File: src/rtl/a_logic_join.sv
// rtl/a_logic_join.sv - four-phase M-channel join with OP reduction and T-cycle matched delay
// Optional feature: define A_LOGIC_JOIN_ERR_EN to add the sticky protocol-error output err.
module a_logic_join #(
  parameter logic        Rpol = 1'b0,
  parameter int unsigned N    = 32'd1,
  parameter int unsigned M    = 32'd2,
  parameter int unsigned T    = 32'd2,
  parameter logic [1:0]  OP   = 2'd0
) (
  input  logic           clk,
  input  logic           rst,
  input  logic [M-1:0]   r_i,
  output logic [M-1:0]   a_i,
  input  logic [M*N-1:0] d_i,
  output logic           r_o,
  input  logic           a_o,
  output logic [N-1:0]   d_o
`ifdef A_LOGIC_JOIN_ERR_EN
  ,
  output logic           err
`endif
);

  typedef enum logic [1:0] {
    S_COLLECT = 2'd0,
    S_EVAL    = 2'd1,
    S_REQ     = 2'd2,
    S_ACK     = 2'd3
  } state_t;

  state_t         state_q, state_d;
  logic [M-1:0]   got_q, got_d;
  logic [M*N-1:0] lat_q, lat_d;
  logic [N-1:0]   dout_q, dout_d;
  logic [31:0]    cnt_q, cnt_d;

  // Polarity-normalised views: 1 means "active" regardless of Rpol.
  logic [M-1:0]   r_act;
  logic           a_o_act;
  logic [M-1:0]   take;
  logic           all_got;
  logic           r_all_idle;
  logic           ack_exit;
  logic [N-1:0]   red;

  assign r_act      = r_i ^ {M{Rpol}};
  assign a_o_act    = a_o ^ Rpol;
  assign take       = (state_q == S_COLLECT) ? (r_act & ~got_q) : '0;
  assign all_got    = &(got_q | take);
  assign r_all_idle = ~|r_act;
  // got is only released once every request and a_o have returned idle, which
  // also guarantees no request still held from the previous round is recaptured.
  assign ack_exit   = (state_q == S_ACK) && r_all_idle && !a_o_act;

  // Capture newly arriving slices; a slice is held until got clears on ACK exit.
  always_comb begin
    lat_d = lat_q;
    got_d = got_q | take;
    for (int k = 0; k < M; k++) begin
      if (take[k]) begin
        lat_d[k*N +: N] = d_i[k*N +: N];
      end
    end
    if (ack_exit) begin
      got_d = '0;
    end
  end

  // Reduce the latched slices, including any captured this very cycle.
  always_comb begin
    red = lat_d[N-1:0];
    for (int k = 1; k < M; k++) begin
      case (OP)
        2'd1:    red = red | lat_d[k*N +: N];
        2'd2:    red = red ^ lat_d[k*N +: N];
        default: red = red & lat_d[k*N +: N];
      endcase
    end
  end

  // Result register loads only when the join completes and leaves COLLECT.
  always_comb begin
    dout_d = dout_q;
    if ((state_q == S_COLLECT) && all_got) begin
      dout_d = red;
    end
  end

  // Next-state logic; EVAL counts T cycles and is bypassed entirely when T is 0.
  always_comb begin
    state_d = state_q;
    cnt_d   = cnt_q;
    case (state_q)
      S_COLLECT: begin
        if (all_got) begin
          cnt_d   = 32'd0;
          state_d = (T == 32'd0) ? S_REQ : S_EVAL;
        end
      end
      S_EVAL: begin
        if (cnt_q == T - 32'd1) begin
          state_d = S_REQ;
        end else begin
          cnt_d = cnt_q + 32'd1;
        end
      end
      S_REQ: begin
        if (a_o_act) begin
          state_d = S_ACK;
        end
      end
      S_ACK: begin
        if (ack_exit) begin
          state_d = S_COLLECT;
        end
      end
      default: state_d = S_COLLECT;
    endcase
  end

  // State and datapath registers with synchronous active-low reset.
  always_ff @(posedge clk) begin
    if (!rst) begin
      state_q <= S_COLLECT;
      got_q   <= '0;
      lat_q   <= '0;
      dout_q  <= '0;
      cnt_q   <= 32'd0;
    end else begin
      state_q <= state_d;
      got_q   <= got_d;
      lat_q   <= lat_d;
      dout_q  <= dout_d;
      cnt_q   <= cnt_d;
    end
  end

  // Handshake outputs decoded from state so reset leaves them idle immediately.
  always_comb begin
    r_o = (state_q == S_REQ) ? ~Rpol : Rpol;
    a_i = (state_q == S_ACK) ? {M{~Rpol}} : {M{Rpol}};
    d_o = dout_q;
  end

`ifdef A_LOGIC_JOIN_ERR_EN
  logic err_q, err_d;
  logic a_o_prev_q;

  // Flag early request withdrawal in COLLECT and any rising a_o outside REQ.
  always_comb begin
    err_d = err_q;
    if ((state_q == S_COLLECT) && |(got_q & ~r_act)) begin
      err_d = 1'b1;
    end
    if (a_o_act && !a_o_prev_q && (state_q != S_REQ)) begin
      err_d = 1'b1;
    end
  end

  // Sticky error register and a_o edge history.
  always_ff @(posedge clk) begin
    if (!rst) begin
      err_q      <= 1'b0;
      a_o_prev_q <= 1'b0;
    end else begin
      err_q      <= err_d;
      a_o_prev_q <= a_o_act;
    end
  end

  assign err = err_q;
`endif

endmodule

File: config.mk
export PLATFORM = sky130hd
export DESIGN_NAME = a_logic_join
export DESIGN_NICKNAME = d
export VERILOG_FILES = /design/src/rtl/a_logic_join.sv
export SDC_FILE = /design/constraint.sdc
export NUM_CORES = 1
export LEC_CHECK = 0
export CAP_MARGIN = 20
export CELL_PAD_IN_SITES_DETAIL_PLACEMENT = 0
export CELL_PAD_IN_SITES_GLOBAL_PLACEMENT = 1
export CORE_ASPECT_RATIO = 0.7
export CORE_UTILIZATION = 31
export DETAILED_ROUTE_END_ITERATION = 10
export GPL_TIMING_DRIVEN = 0
export PLACE_DENSITY_LB_ADDON = 0.12
export SYNTH_ARGS = -nofsm -noshare
export SYNTH_HDL_FRONTEND = slang
export SYNTH_SLANG_ARGS = --single-unit
export TNS_END_PERCENT = 100
File: constraint.sdc
create_clock -name clk -period 3 [get_ports clk]
set_input_delay 0.9 -clock clk [delete_from_list [all_inputs] [get_ports clk]]
set_output_delay 0.9 -clock clk [all_outputs]
set_load 0.03 [all_outputs]
After elaboration in Yosys (flattened, before gate mapping)
Index checks and enable logic that the tools add are counted.

Bits of input ports: 7. Bits in registers: 39. Logic and storage cells: 45. Output and inout port bits: 4.

Bitwise operators: 5. Multiplexer cells: 13. Add/subtract/negate cells: 1. Equality and inequality tests: 9. Reduce and logical (&&, ||, !) cells: 12.

Operator list (count): 2-to-1 mux 32 bit (2); one-hot mux 32 bit (2 select lines) (1); adder 32 x 1 -> 32 bit, second input constant (1); equality test 32 x 1 -> 1 bit, second input constant (1); 2-to-1 mux 2 bit (6); inequality test 2 bit, second input constant (5); one-hot mux 2 bit (4 select lines) (1); equality test 2 bit, second input constant (2); AND reduction 4 bit (1); OR reduction 2 bit (2); logical AND 1 bit (3); 2-to-1 mux 1 bit (3); AND reduction 3 bit (1); bitwise AND 2 bit (1); equality test 2 x 1 -> 1 bit, second input constant (1); logical NOT 1 bit (2); logical NOT 2 bit (1); inverter 2 bit (1); bitwise OR 2 bit (1); AND reduction 2 bit (1); nonzero test 2 bit (1); bitwise AND 1 bit (1); inverter 1 bit (1).

Depth between registers and ports, before layout
Gate-level depths: netlist of the first run.

Word-level depth: 7. Gate-level depth with buffers: 9. Mapped depth without buffers: 7.

Worst setup path before layout of the first run
Ideal clock, no wire load.

Path kind: input -> register. From: input rst. To: register cnt_q[29]. Path buffers: 1. Data arrival time: 2.250 ns. Setup slack: 0.654 ns. Stages on the path: 6. Setup time: 0.095 ns. Required time: 2.905 ns. Path through: clkbuf_1 -> inv_1 -> nor2_1 -> o211ai_1 -> or2_2 -> o311ai_1.

RTL lines: from (decl) (RTL line 11) `input logic rst,`; to (signal assigned) (RTL line 134) `cnt_q <= cnt_d;`; to (decl) (RTL line 35) `logic [31:0] cnt_q, cnt_d;`.

Final worst setup path of the first run
From: input r_i[0]. To: register cnt_q[23].

Word-level cells in the longest chain between the ends: 6.

Ends and longest elaborated chain: from (decl) (RTL line 12) `input logic [M-1:0] r_i,`; bitwise AND 2 bit (RTL line 48) `assign take = (state_q == S_COLLECT) ? (r_act & ~got_q) : '0;`; 2-to-1 mux 2 bit (RTL line 48); bitwise OR 2 bit (RTL line 49) `assign all_got = &(got_q | take);`; AND reduction 2 bit (RTL line 49); inequality test 2 bit (no source line); AND reduction 3 bit (no source line).

Every way passes these cells. A chain may end at the register's enable or synchronous reset.

==> key figures, run 1 <==
Routing
  • DR iter-0 viols: 114
  • Routed Antenna Nets: 0
  • Met3 WL: 387 um
  • Total Wirelength: 6730 um
  • Met2 WL: 2770 um
  • DRC viols: 0
  • Routed WL per cell: 17.2 um
  • Met1 WL: 3540 um
  • Routed vias: 2191
  • First-pass iteration count of the detailed router: 5
  • Routed vias/inst: 5.59
  • Top Metal Used: met4

Hold path
  • Min-delay src: d_o
  • Hold path cells: 2
  • Hold Crit Class: register to register
  • Endpoint of the worst hold path: d_o

Synthesis
  • Synth top area cells: dfxtp_1 (35%), o21ai_0 (5.4%), a21oi_1 (5.2%)
  • Flops & latches, synth: 39
  • Dominant cell type by area after synthesis: dfxtp_1
  • YS warnings: 0
  • Primary FF master, synth: dfxtp_1
  • Syn nets: 292
  • Post-Synthesis Cells: 279
  • Count of cell types in the netlist: 46
  • Mapped Avg Cell Area: 7.92 sq um
  • Cell area after synthesis: 2210 sq um
  • Ys async rst share: 0%
  • Share of the synthesized area in the top cell type: 35.3%
  • Sequential element share of the synthesized area: 35.3%
  • Post-synth EDFFs: 0

Global routing
  • Remaining Overflow, GRT: 0
  • Vias in the first global route: 1990
  • Total GRT Usage: 19.5%
  • Initial antenna violation count: 0
  • First-pass GRT wire length: 10900 um
  • Largest net degree at the start of global routing: 12

STA
  • Slew Limit Fails: 0
  • RSZ-0062 raised after global routing: false
  • Hold WS: 0.498 ns
  • Fin Clk Skew: 0.00668 ns
  • Final hold violation count: 0
  • Fin crit share: 93.5%
  • Post-route minimum period: 2.81 ns
  • FMAX: 356 MHz
  • Rel. slew slack: 50.3%
  • Setup WS post-layout: 0.194 ns
  • Least-Margin Pin Slew: 0.745 ns
  • Final setup violation count: 0

Floorplan
  • Rows: 25
  • Die area: 7480 sq um
  • # IOs: 11
  • Core Region: 6820 sq um
  • Die H: 72.7 um
  • Chip width: 103 um
  • Starting Density: 32.4%

Finish
  • # nets final: 310
  • N_diodes: 0
  • Fin cells: 392
  • Utilization after layout: 37.2%
  • Commonest cells after routing, fill and taps aside: dfxtp_1 (39), nand2_1 (23), o21ai_0 (23), a21oi_1 (22), nor2_1 (18)
  • Share of cells above drive strength 1: 8.72%
  • Most common cell after layout, fill and taps aside: dfxtp_1
  • Area growth from synthesis to layout: 14.8%

Setup path
  • Worst setup SP type: input pin
  • Slowest-stage cell, CP: clkdlybuf4s50_1
  • CP required: 3.22 ns
  • RR Endpoint: cnt_q[23]
  • Reg2Reg Setup Slack: 0.42 ns
  • Worst setup path class: input pin to register
  • Worst setup EP type: register
  • CP max stage delay: 0.56 ns
  • CP Cell Sequence: clkdlybuf4s50_1, o221ai_1, o21ai_1, o211ai_1, buf_4, or3_1, o21ai_0
  • R2R depth: 10
  • CP arrival: 3.03 ns
  • Origin of the critical flop-to-flop path: state_q[1]
  • Critical-path maximum fanout: 8

Pwr
  • Pwr/cell area: 646 nW/um^2
  • Leakage Power: 0.875 nW
  • Peak supply drop: 0.378 mV

Place
  • Post-DP HPWL: 4770 um
  • GP Congestion: 0.760
  • Pre-CTS WS: -0.481 ns
  • DP Cell Count: 382
  • I/O Buffers: 9

Clock network
  • Clk root buf: clkbuf_8
  • H-tree depth: 2
  • CTS tree: done
  • Clock latency on the worst-skew pair: 0.30 ns
  • TritonCTS Buffers: 5
  • Clk pin slew, worst setup/hold paths: 0.09 ns
  • Clock Path Buffers: 2
  • Clock Sinks: 39
  • Hold Buf Count CTS: 0

Outcome
  • Outcome: complete, no violations

Job
  • Max_cap viols: 0
-- routing by layer --
metal / GRT usage [%] / vias to the layer above
met1: 30.7 / 1034
met5: 0 / -
met4: 5.16 / 0
li1: - / 1101
met2: 27.0 / 52
met3: 3.16 / 4
-- critical path, delay by kind of cell --
kind	cells	cell delay, ns
compound gates	4	0.99
buf+inv	2	0.79
simple gates	1	0.34
-- synth_stat cells, types with 4 or more instances --
| cell | instances |
|---|---|
| or4_1 | 4 |
| o21ai_0 | 24 |
| nor3_1 | 7 |
| a21o_1 | 4 |
| nand3_1 | 15 |
| o211ai_1 | 5 |
| clkbuf_1 | 11 |
| nand2_1 | 23 |
| o31ai_1 | 8 |
| or3_1 | 5 |
| a21oi_1 | 23 |
| inv_1 | 11 |
| dfxtp_1 | 39 |
| nor4_1 | 9 |
| and2_1 | 6 |
| nand4_1 | 12 |
| nor2_1 | 18 |
| ha_1 | 6 |
| a31oi_1 | 7 |
| mux2i_1 | 4 |
-- logic make-up (layout without fill, tap and decap cells) --
logic type	count (synthesis)	after routing	synth area share, %
AND/OR/NAND/NOR	117	117	29.7
flip-flops	39	39	35.3
AO/OA/AOI/OAI	87	87	25.0
buffers and inverters	26	45	4.87
adder cells (fa/ha/maj)	6	6	3.40
multiplexers	4	4	1.81
-- state kept, by name, indices dropped and copies added, names as in the netlist --
signal   flops
cnt_q       32
got_q        2
lat_q        2
state_q      2
d_o          1
-- stage by stage --
stage / setup TNS [ns] / total power [mW] / instance area (sq um)
after floorplan: 0 / 1.02 / 2210
after detailed placement: -6.79 / 1.23 / 2420
after global routing: 0 / 1.75 / 2540
after global placement: -7.63 / 1.23 / 2420
final: 0 / 1.64 / 2540
after CTS: 0 / 1.65 / 2530
-- area by class of cell --
cell class	count	area [sq um]
Fill cell	748	4280
Sequential cell	39	781
Multi-Input combinational cell	214	1330
Clock buffer	8	100
Inverter	11	41.3
Timing Repair Buffer	11	105
Buffer	15	67.6
Tap cell	94	118
-- report_power, final --
group / switching (mW) / total, mW / internal, mW
Clock: 0.205 / 0.416 / 0.210
Sequential: 0.0303 / 0.577 / 0.547
Combinational: 0.440 / 0.648 / 0.208
Total: 0.676 / 1.64 / 0.965
-- worst max-delay path by stage --
stage / startpoint / cells after the start / endpoint / slack [ns]
final: r_i[0] / 7 / cnt_q[23] / 0.19
after global placement: r_i[0] / 6 / cnt_q[29] / -0.51
after CTS: r_i[0] / 6 / cnt_q[21] / 0.11
after detailed placement: r_i[0] / 6 / cnt_q[29] / -0.48
after floorplan: rst / 6 / cnt_q[29] / 0.65
after global routing: r_i[0] / 6 / cnt_q[27] / 0.04
-- repair_timing --
action,CTS,global route
resized for setup,1,3
buffers inserted,2,0
endpoints found under the setup margin,11,8
pin swaps,1,0
No activity file was read; power rests on OpenSTA's default activity.
==> inputs of run 2 (changes only) <==
--- a/config.mk
+++ b/config.mk
@@ -9,6 +9,7 @@
 export CELL_PAD_IN_SITES_DETAIL_PLACEMENT = 0
 export CELL_PAD_IN_SITES_GLOBAL_PLACEMENT = 1
 export CORE_ASPECT_RATIO = 0.7
+export CORE_MARGIN = 4
 export CORE_UTILIZATION = 31
 export DETAILED_ROUTE_END_ITERATION = 10
 export GPL_TIMING_DRIVEN = 0
==> run 2 against run 1 <==
Setup slack improved by 0.078 ns. Maximum frequency increased by 2.8%. Combinational power grew 0.8%. Largest cell class unchanged. Flip-flop and latch count did not move. Sequential share of layout area barely moved. Cell area increased by 0.15%. Highest routed layer unchanged. Via count fell by 1.5%.
==> key figures, run 2 (synthesis gave the netlist of run 1 again) <==
Pwr
  • Peak supply drop: 0.489 mV (+29%)
  • Final Total Pwr: 1.64 mW (-0.33%)
  • Leakage Power: 0.877 nW (+0.18%)
  • Pwr/cell area: 643 nW/um^2 (-0.47%)

Floorplan
  • Core Region: 6850 sq um (+0.46%)
  • Die H: 78.7 um (+8.3%)
  • Die area: 8570 sq um (+15%)
  • Starting Density: 32.3% (-0.15 points)
  • # IOs: 11 (unchanged)
  • Rows: 25 (unchanged)
  • Chip width: 109 um (+5.8%)

Global routing
  • Largest net degree at the start of global routing: 12 (unchanged)
  • Remaining Overflow, GRT: 0 (unchanged)
  • First-pass GRT wire length: 11100 um (+1.8%)
  • Total GRT Usage: 16.6% (-3.0 points)
  • Vias in the first global route: 2034 (+2.2%)
  • Initial antenna violation count: 0 (unchanged)

Hold path
  • Endpoint of the worst hold path: d_o
  • Hold Crit Class: register to register
  • Min-delay src: d_o
  • Hold path cells: 2 (unchanged)

STA
  • Fin crit share: 90.9% (-2.6 points)
  • Fin Clk Skew: 0.00301 ns (-0.00368 ns)
  • Rel. slew slack: 51.0% (+0.72 points)
  • Hold WS: 0.491 ns (-0.00723 ns)
  • Slew Limit Fails: 0 (unchanged)
  • Setup WS post-layout: 0.272 ns (+0.0776 ns)
  • Final hold violation count: 0 (unchanged)
  • Post-route minimum period: 2.73 ns (-0.0776 ns)
  • FMAX: 367 MHz (+2.8%)
  • Final setup violation count: 0 (unchanged)
  • RSZ-0062 raised after global routing: false
  • Least-Margin Pin Slew: 0.734 ns (-0.0108 ns)

Routing
  • Routed vias/inst: 5.51 (-1.5%)
  • Routed vias: 2159 (-1.5%)
  • DR iter-0 viols: 120 (+5.3%)
  • Met2 WL: 2690 um (-2.6%)
  • Top Metal Used: met4
  • Total Wirelength: 6660 um (-1.1%)
  • First-pass iteration count of the detailed router: 4 (-1)
  • Routed WL per cell: 17.0 um (-1.1%)
  • DRC viols: 0 (unchanged)
  • Met3 WL: 295 um (-24%)
  • Routed Antenna Nets: 0 (unchanged)
  • Met1 WL: 3620 um (+2.3%)

Setup path
  • RR Endpoint: cnt_q[23]
  • R2R depth: 10 (unchanged)
  • Critical-path maximum fanout: 10 (+2)
  • CP required: 3.16 ns (-0.06 ns)
  • CP arrival: 2.89 ns (-0.14 ns)
  • Reg2Reg Setup Slack: 0.52 ns (+0.10 ns)
  • Worst setup EP type: register
  • Origin of the critical flop-to-flop path: state_q[1]
  • Worst setup path class: input pin to register
  • Worst setup SP type: input pin

Clock network
  • Clk root buf: clkbuf_8
  • Hold Buf Count CTS: 0 (unchanged)
  • Clock Sinks: 39 (unchanged)
  • Clock latency on the worst-skew pair: 0.29 ns (about the same)
  • H-tree depth: 2 (unchanged)
  • Clk pin slew, worst setup/hold paths: 0.08 ns (about the same)
  • CTS tree: done
  • Clock Path Buffers: 2 (unchanged)
  • TritonCTS Buffers: 5 (unchanged)

Finish
  • Most common cell after layout, fill and taps aside: dfxtp_1
  • Multi-input gate area: 1330 sq um (+0.28%)
  • # nets final: 310 (unchanged)
  • Area growth from synthesis to layout: 15.0%
  • # fillers: 720 (-3.7%)
  • Commonest cells after routing, fill and taps aside: dfxtp_1 (39), nand2_1 (23), o21ai_0 (23), a21oi_1 (22), nor2_1 (18)
  • N_diodes: 0 (unchanged)
  • FF/Latch Area: 781 sq um (unchanged)
  • Utilization after layout: 37.1% (-0.12 points)
  • Share of cells above drive strength 1: 9.06% (+0.34 points)
  • Max reg flops: 32 (unchanged)
  • Most flop-heavy register: cnt_q
  • Design area: 2540 sq um (+0.15%)

Outcome
  • Outcome: complete, no violations

Place
  • Pre-CTS WS: -0.513 ns (-0.0326 ns)
  • GP Congestion: 0.795 (+4.6%)
  • I/O Buffers: 9 (unchanged)
  • Post-DP HPWL: 4710 um (-1.4%)
  • Area after DPL: 2420 sq um (unchanged)

Job
  • Max_cap viols: 0 (unchanged)
run 2: cell counts in the layout (fill, tap and decap cells not counted):
No cell type changed its count.
run 2: layer usage:
metal / GRT usage, % / vias to the layer above
met5: 0 / -
met4: 4.16 / 0
met3: 3.45 / 5
met2: 23.0 / 37
met1: 25.4 / 1021
li1: - / 1096
run 2: area by class of cell:
class | instances | area share [%]
Tap cell | 94 | 4.63
Multi-Input combinational cell | 214 | 52.3
Inverter | 11 | 1.62
Buffer | 15 | 2.66
Timing Repair Buffer | 11 | 4.13
Sequential cell | 39 | 30.7
Clock buffer | 8 | 3.94
run 2: how the worst max path moves through the flow:
| stage | startpoint | cells after the start | to | slack [ns] |
|---|---|---|---|---|
| global placement | r_i[0] | 6 | cnt_q[29] | -0.51 |
| finish | r_i[0] | 7 | cnt_q[9] | 0.27 |
| floorplan | rst | 6 | cnt_q[29] | 0.65 |
| CTS | r_i[0] | 7 | cnt_q[9] | 0.10 |
| global route | r_i[0] | 7 | cnt_q[14] | 0.16 |
| detailed placement | r_i[0] | 6 | cnt_q[29] | -0.51 |
run 2: through the flow:
stage	instances	TNS, ns
6_report	392	0
5_1_grt	392	0
4_1_cts	392	0
3_5_place_dp	382	-7.37
3_3_place_gp	382	-7.69
2_1_floorplan	279	0
run 2: timing repair:
action,4_1_cts,5_1_grt
setup buffers,2,0
endpoints found under the setup margin,11,8
gates cloned,0,0
pin swaps,1,0
endpoints found under the hold margin,0,0
gates resized for setup,1,4
run 2: power breakdown:
| part | switching, mW | internal (mW) |
|---|---|---|
| clock | 0.195 | 0.210 |
| combinational | 0.443 | 0.210 |
| sequential | 0.0306 | 0.547 |
| total | 0.668 | 0.967 |
run 2: worst max-delay path: stages:
cell,delay [ns]
clkdlybuf4s50_1,0.50
o221a_2,0.35
o21ai_1,0.49
clkbuf_2,0.38
nor3_1,0.09
a21oi_1,0.12
nor2_1,0.06
